[src/rtl/psum_acc_8ch_pkg.sv]
// Shared definitions for the 8-lane partial-sum accumulator and the quantiser wrapper.
// Holds the FSM encoding, default lane geometry and the int32 saturation bounds.
package psum_acc_8ch_pkg;

    localparam int CH_DEF = 8;
    localparam int DW_DEF = 32;
    localparam int LW_DEF = 16;

    typedef enum logic {
        ST_IDLE = 1'b0,
        ST_ACC  = 1'b1
    } state_t;

    localparam logic [DW_DEF-1:0] SAT_MAX = {1'b0, {(DW_DEF-1){1'b1}}};
    localparam logic [DW_DEF-1:0] SAT_MIN = {1'b1, {(DW_DEF-1){1'b0}}};

endpackage

[src/rtl/psum_acc_8ch_sat_add_lane.sv]
// One accumulator lane: signed add at DW+1 bits, clamped back to DW bits.
// o_ovf flags that a clamp happened on this beat.
module sat_add_lane
    import psum_acc_8ch_pkg::*;
#(
    parameter int DW = DW_DEF
) (
    input  logic [DW-1:0] i_a,
    input  logic [DW-1:0] i_b,
    output logic [DW-1:0] o_sum,
    output logic          o_ovf
);

    logic [DW:0] w_wide;

    assign w_wide = {i_a[DW-1], i_a} + {i_b[DW-1], i_b};

    // The two top bits disagree only when the true sum left the DW-bit signed range.
    always_comb begin
        o_sum = w_wide[DW-1:0];
        o_ovf = 1'b0;
        if (w_wide[DW] != w_wide[DW-1]) begin
            o_ovf = 1'b1;
            o_sum = w_wide[DW] ? {1'b1, {(DW-1){1'b0}}} : {1'b0, {(DW-1){1'b1}}};
        end
    end

endmodule

[src/rtl/psum_acc_8ch.sv]
// 8-lane int32 partial-sum accumulator feeding the int8 quantiser.
// Bias preload on start, saturating accumulation of acc_len beats, one-cycle result valid.
module psum_acc_8ch
    import psum_acc_8ch_pkg::*;
#(
    parameter int CH = CH_DEF,
    parameter int DW = DW_DEF,
    parameter int LW = LW_DEF
) (
    input  logic            sclk,
    input  logic            s_rst_n,
    input  logic            start,
    input  logic [LW-1:0]   acc_len,
    input  logic [CH*DW-1:0] bias_in,
    input  logic [CH*DW-1:0] psum_in,
    input  logic            psum_vld,
    output logic [CH*DW-1:0] acc_out,
    output logic            acc_out_vld,
    output logic            busy,
    output logic            ovf
);

    state_t           r_state;
    state_t           w_nextState;
    logic [LW-1:0]    r_cnt;
    logic [LW-1:0]    r_len;
    logic [CH*DW-1:0] r_acc;
    logic [CH*DW-1:0] w_sum;
    logic [CH-1:0]    w_laneOvf;
    logic             r_vld;
    logic             r_ovf;
    logic             w_startAcc;
    logic             w_startZero;
    logic             w_beat;
    logic             w_lastBeat;

    assign w_startAcc  = (r_state == ST_IDLE) && start && (acc_len != '0);
    assign w_startZero = (r_state == ST_IDLE) && start && (acc_len == '0);
    assign w_beat      = (r_state == ST_ACC) && psum_vld;
    assign w_lastBeat  = w_beat && (r_cnt == (r_len - LW'(1)));

    for (genvar gLane = 0; gLane < CH; gLane++) begin : gLanes
        sat_add_lane #(
            .DW (DW)
        ) uLane (
            .i_a   (r_acc[gLane*DW +: DW]),
            .i_b   (psum_in[gLane*DW +: DW]),
            .o_sum (w_sum[gLane*DW +: DW]),
            .o_ovf (w_laneOvf[gLane])
        );
    end

    always_ff @(posedge sclk or negedge s_rst_n) begin
        if (!s_rst_n) begin
            r_state <= ST_IDLE;
        end else begin
            r_state <= w_nextState;
        end
    end

    always_comb begin
        w_nextState = r_state;
        busy        = 1'b0;
        case (r_state)
            ST_IDLE: begin
                if (w_startAcc) begin
                    w_nextState = ST_ACC;
                end
            end
            ST_ACC: begin
                busy = 1'b1;
                if (w_lastBeat) begin
                    w_nextState = ST_IDLE;
                end
            end
            default: w_nextState = ST_IDLE;
        endcase
    end

    // Accumulator doubles as the output register; a zero-length start is just a bias pass-through.
    always_ff @(posedge sclk or negedge s_rst_n) begin
        if (!s_rst_n) begin
            r_acc <= '0;
            r_cnt <= '0;
            r_len <= '0;
            r_vld <= 1'b0;
            r_ovf <= 1'b0;
        end else begin
            r_vld <= 1'b0;
            if (w_startAcc || w_startZero) begin
                r_acc <= bias_in;
                r_ovf <= 1'b0;
            end
            if (w_startAcc) begin
                r_len <= acc_len;
                r_cnt <= '0;
            end
            if (w_startZero) begin
                r_vld <= 1'b1;
            end
            if (w_beat) begin
                r_acc <= w_sum;
                r_ovf <= r_ovf | (|w_laneOvf);
                r_cnt <= r_cnt + LW'(1);
                if (w_lastBeat) begin
                    r_vld <= 1'b1;
                end
            end
        end
    end

    assign acc_out     = r_acc;
    assign acc_out_vld = r_vld;
    assign ovf         = r_ovf;

endmodule
[config.mk]
export PLATFORM = sky130hd
export DESIGN_NAME = psum_acc_8ch
export DESIGN_NICKNAME = d
export VERILOG_FILES = /design/src/rtl/psum_acc_8ch_pkg.sv /design/src/rtl/psum_acc_8ch_sat_add_lane.sv /design/src/rtl/psum_acc_8ch.sv
export SDC_FILE = /design/constraint.sdc
export NUM_CORES = 1
export LEC_CHECK = 0
export ABC_AREA = 1
export ABC_CLOCK_PERIOD_IN_PS = 3200
export CELL_PAD_IN_SITES_DETAIL_PLACEMENT = 2
export CELL_PAD_IN_SITES_GLOBAL_PLACEMENT = 2
export CORE_UTILIZATION = 23
export DETAILED_ROUTE_END_ITERATION = 8
export GPL_ROUTABILITY_DRIVEN = 0
export HOLD_SLACK_MARGIN = 0.05
export PLACE_DENSITY_LB_ADDON = 0.1
export SETUP_SLACK_MARGIN = 0.4
export SYNTH_ARGS = -nofsm -noshare
export SYNTH_HDL_FRONTEND = slang
export SYNTH_SLANG_ARGS = --single-unit
[constraint.sdc]
create_clock -name sclk -period 3.2 [get_ports sclk]
set_clock_uncertainty 0.05 [all_clocks]
set_input_delay 0.64 -clock sclk [delete_from_list [all_inputs] [get_ports sclk]]
set_output_delay 0.64 -clock sclk [all_outputs]
set_load 0.01 [all_outputs]
==> impl_metrics.tcl <==
set metrics [dict create \
    dr.pass1.iters 7 \
    crit_path_end_kind "flop" \
    h-tree-depth 2 \
    cts_tree "done" \
    port_buffers 790 \
    crit_path_start "psum_in[58]" \
    ios 791 \
    final_core_util_pct 44.2 \
    critPathKind "in2reg" \
    max-slew-margin-rel_pct 51.5 \
    start_kind "primary input" \
    dpl.hpwl_mm 162 \
    outcome "finished, violations left" \
    synthCells 5420 \
    power_frac_comb_pct 82.7 \
    hp-class "in2async" \
    fp-row-count 136 \
    mostFrequentLayoutCells "nand2_1, buf_4, nor2_1" \
    crit_chain "clkdlybuf4s50_1, ha_4, nand2_4, buf_6, o211ai_1, nor2_2, nand2_2, nand2_2, nand2_2, nand2_2, nand2_2, inv_2, ha_4, buf_6, nand3_4, clkbuf_16, nand3_1, nand2_1, nand2_1" \
    period_minus_slack_ns 3.23 \
    worstReg2RegEnd "acc_out[49]" \
    clk_latency_ns 0.67 \
    ys_seq_area_share_pct 22.8 \
    grt_usage_pct 28.3 \
    routed_wl_mm 226 \
    die_h_microns 374 \
    setup_viol_count_final 2 \
    worst_pin_slew_ns 0.721 \
    p_sw_mw 39.5 \
    final_hold_viol_count 0 \
    cp_max_fo 6 \
    path_clk_slew_ns 0.07 \
    synth-edff-count 0 \
    asyncSetResetFlopFracSynth_pct 100 \
    r2r_slack_ns -0.01 \
    pwr-share-seq_pct 9.7 \
    rsz0062_at_grt "yes" \
    peakVddDrop_mv 0.638 \
    worstPathArrival_ns 3.78 \
    rr_worst_depth 21 \
    drc 0 \
    avgViaCountPerCell 5.08 \
    synthesis.area_sq_um 31900 \
    fp.coreArea_sq_um 137000 \
    drv_slew 0 \
    sw_frac_of_total_pct 50.0 \
    ant_nets 0 \
    synthDistinctLibCells 43 \
    worst_slack_ns -0.0310 \
    grt_max_degree 89 \
    syn_nets 6232 \
    nets 8311 \
    synth_area_leaders "dfrtp_1, nand2_1, ha_1, nor2_1, nand3_1" \
    crit_required_ns 3.75 \
    path_common_cell "nand2_2" \
    dieWidth_microns 374 \
    dieArea_sq_um 140000 \
    critPathSlowestCell "clkdlybuf4s50_1" \
    synth_ff_type "dfrtp_1" \
    antenna_found_initial 53 \
    powerDensity_nw_per_um2 1300 \
    first_iter_violations 1962 \
    synth_top_area_cell "dfrtp_1" \
    yosysWarningCount 0 \
    grt-ovfl-total 0 \
    mostFrequentLayoutCell "nand2_1" \
    cts_sinks 291 \
    cts_buffer_depth 3 \
    slowest_delay_ns 0.46 \
    cts_buffers 47 \
    wl_per_cell_microns 24.1 \
    syn_to_final_growth_pct 90.4 \
    r2r-start "acc_out[34]" \
    via_count 47600 \
    failed_checks "negative setup slack" \
    p_clk_share_pct 7.7 \
    power.total_mw 79.1 \
    ys_ff_latch 291 \
    synth_top_area_share_pct 22.8 \
    clockRootBuffer "clkbuf_16" \
    fmax_mhz 309 \
    internal_power_mw 39.6 \
    grt_pass1_wl_mm 310 \
    start_util_pct 23.2 \
    avgSynthCellArea_sq_um 5.89 \
    grt_pass1_vias 51400 \
    fin_crit_sh_pct 101 \
    drive_gt1_share_pct 33.3 \
    maxCapViolations 0 \
    leakage_nw 29.1 \
]
-- per-stage QoR --
step           setup WS, ns  cells  TNS [ns]  hold slack [ns]  cell area [sq um]
2_1_floorplan         0.226   5420         0            0.294              33600
3_5_place_dp          -1.12   8990   -154.81            0.433              52000
5_1_grt              -0.162   9362     -1.00            0.347              60800
4_1_cts               0.199   9232         0            0.320              57200
3_3_place_gp          -1.01   8990   -128.27            0.435              52000
6_report            -0.0310   9365   -0.0538            0.362              60800
-- state kept, by name, summed over array words and instances, names as in the netlist --
signal	count
acc_out	256
acc_out_vld	1
ovf	1
r_cnt	16
r_len	16
r_state	1
-- timing repair --
| action | in CTS | in global routing |
|---|---|---|
| endpoints found under the hold margin | 17 | 0 |
| gates cloned | 8 | 11 |
| pin swaps | 151 | 307 |
| hold buffers | 1 | 0 |
| setup buffers | 145 | 89 |
| gates resized for setup | 521 | 577 |
| endpoints found under the setup margin | 249 | 256 |
-- logic make-up after synthesis --
family	synth area share [%]
multiplexers	0.235
AND/OR/NAND/NOR	45.6
buffers and inverters	5.90
AO/OA/AOI/OAI	12.9
adder cells (fa/ha/maj)	11.2
flip-flops	22.8
XOR/XNOR	1.37
-- area by class of cell --
type                            count  area, sq um
Fill cell                       15900        76700
Timing Repair inverter              2         25.0
Clock inverter                     26          388
Tap cell                         1794         2240
Multi-Input combinational cell   4642        28500
Inverter                          326         1290
Clock buffer                       62         1340
Sequential cell                   291         7320
Antenna cell                       33         82.6
Timing Repair Buffer             2189        19600
-- routing by layer --
metal | GRT usage (%) | up-vias | wire, microns
met1 | 34.2 | 23900 | 92600
met4 | 10.6 | 24 | 10600
met3 | 3.29 | 453 | 9180
li1 | - | 22000 | -
met2 | 51.0 | 1193 | 113000
met5 | 0 | - | 158
-- critical path: cells and delay by family --
kind	cells	cell delay (ns)
AOI/OAI and AO/OA	1	0.40
adders and majority gates	2	0.65
buffers and inverters	5	0.99
and+or+nand+nor	11	1.06
-- cells in the mapped netlist (all sizes together), types with 43 or more instances --
| library cell | instances |
|---|---|
| buf | 51 |
| o21ai | 267 |
| a21oi | 422 |
| ha | 272 |
| inv | 324 |
| dfrtp | 291 |
| nor2 | 897 |
| nand3b | 63 |
| nand3 | 507 |
| or2 | 43 |
| nor3 | 64 |
| nand4 | 57 |
| nand2 | 1878 |
| clkbuf | 110 |
-- power groups by stage --
| stage | sequential, mW | clock, mW | combinational [mW] |
|---|---|---|---|
| 2_1_floorplan | 7.54 | 0 | 24.2 |
| 3_3_place_gp | 7.35 | 0 | 48.3 |
| 3_5_place_dp | 7.39 | 0 | 49.9 |
| 4_1_cts | 7.43 | 6.17 | 56.3 |
| 5_1_grt | 7.79 | 6.29 | 69.3 |
| 6_report | 7.64 | 6.06 | 65.4 |
-- how the worst max path moves through the flow --
stage / end / slack [ns] / cells past startpoint
global placement: ovf / -1.01 / 19
finish: acc_out[49] / -0.03 / 19
detailed placement: ovf / -1.12 / 20
global route: acc_out[84] / -0.16 / 22
floorplan: ovf / 0.23 / 20
CTS: ovf / 0.20 / 20
(Power assumes the default switching activity.)
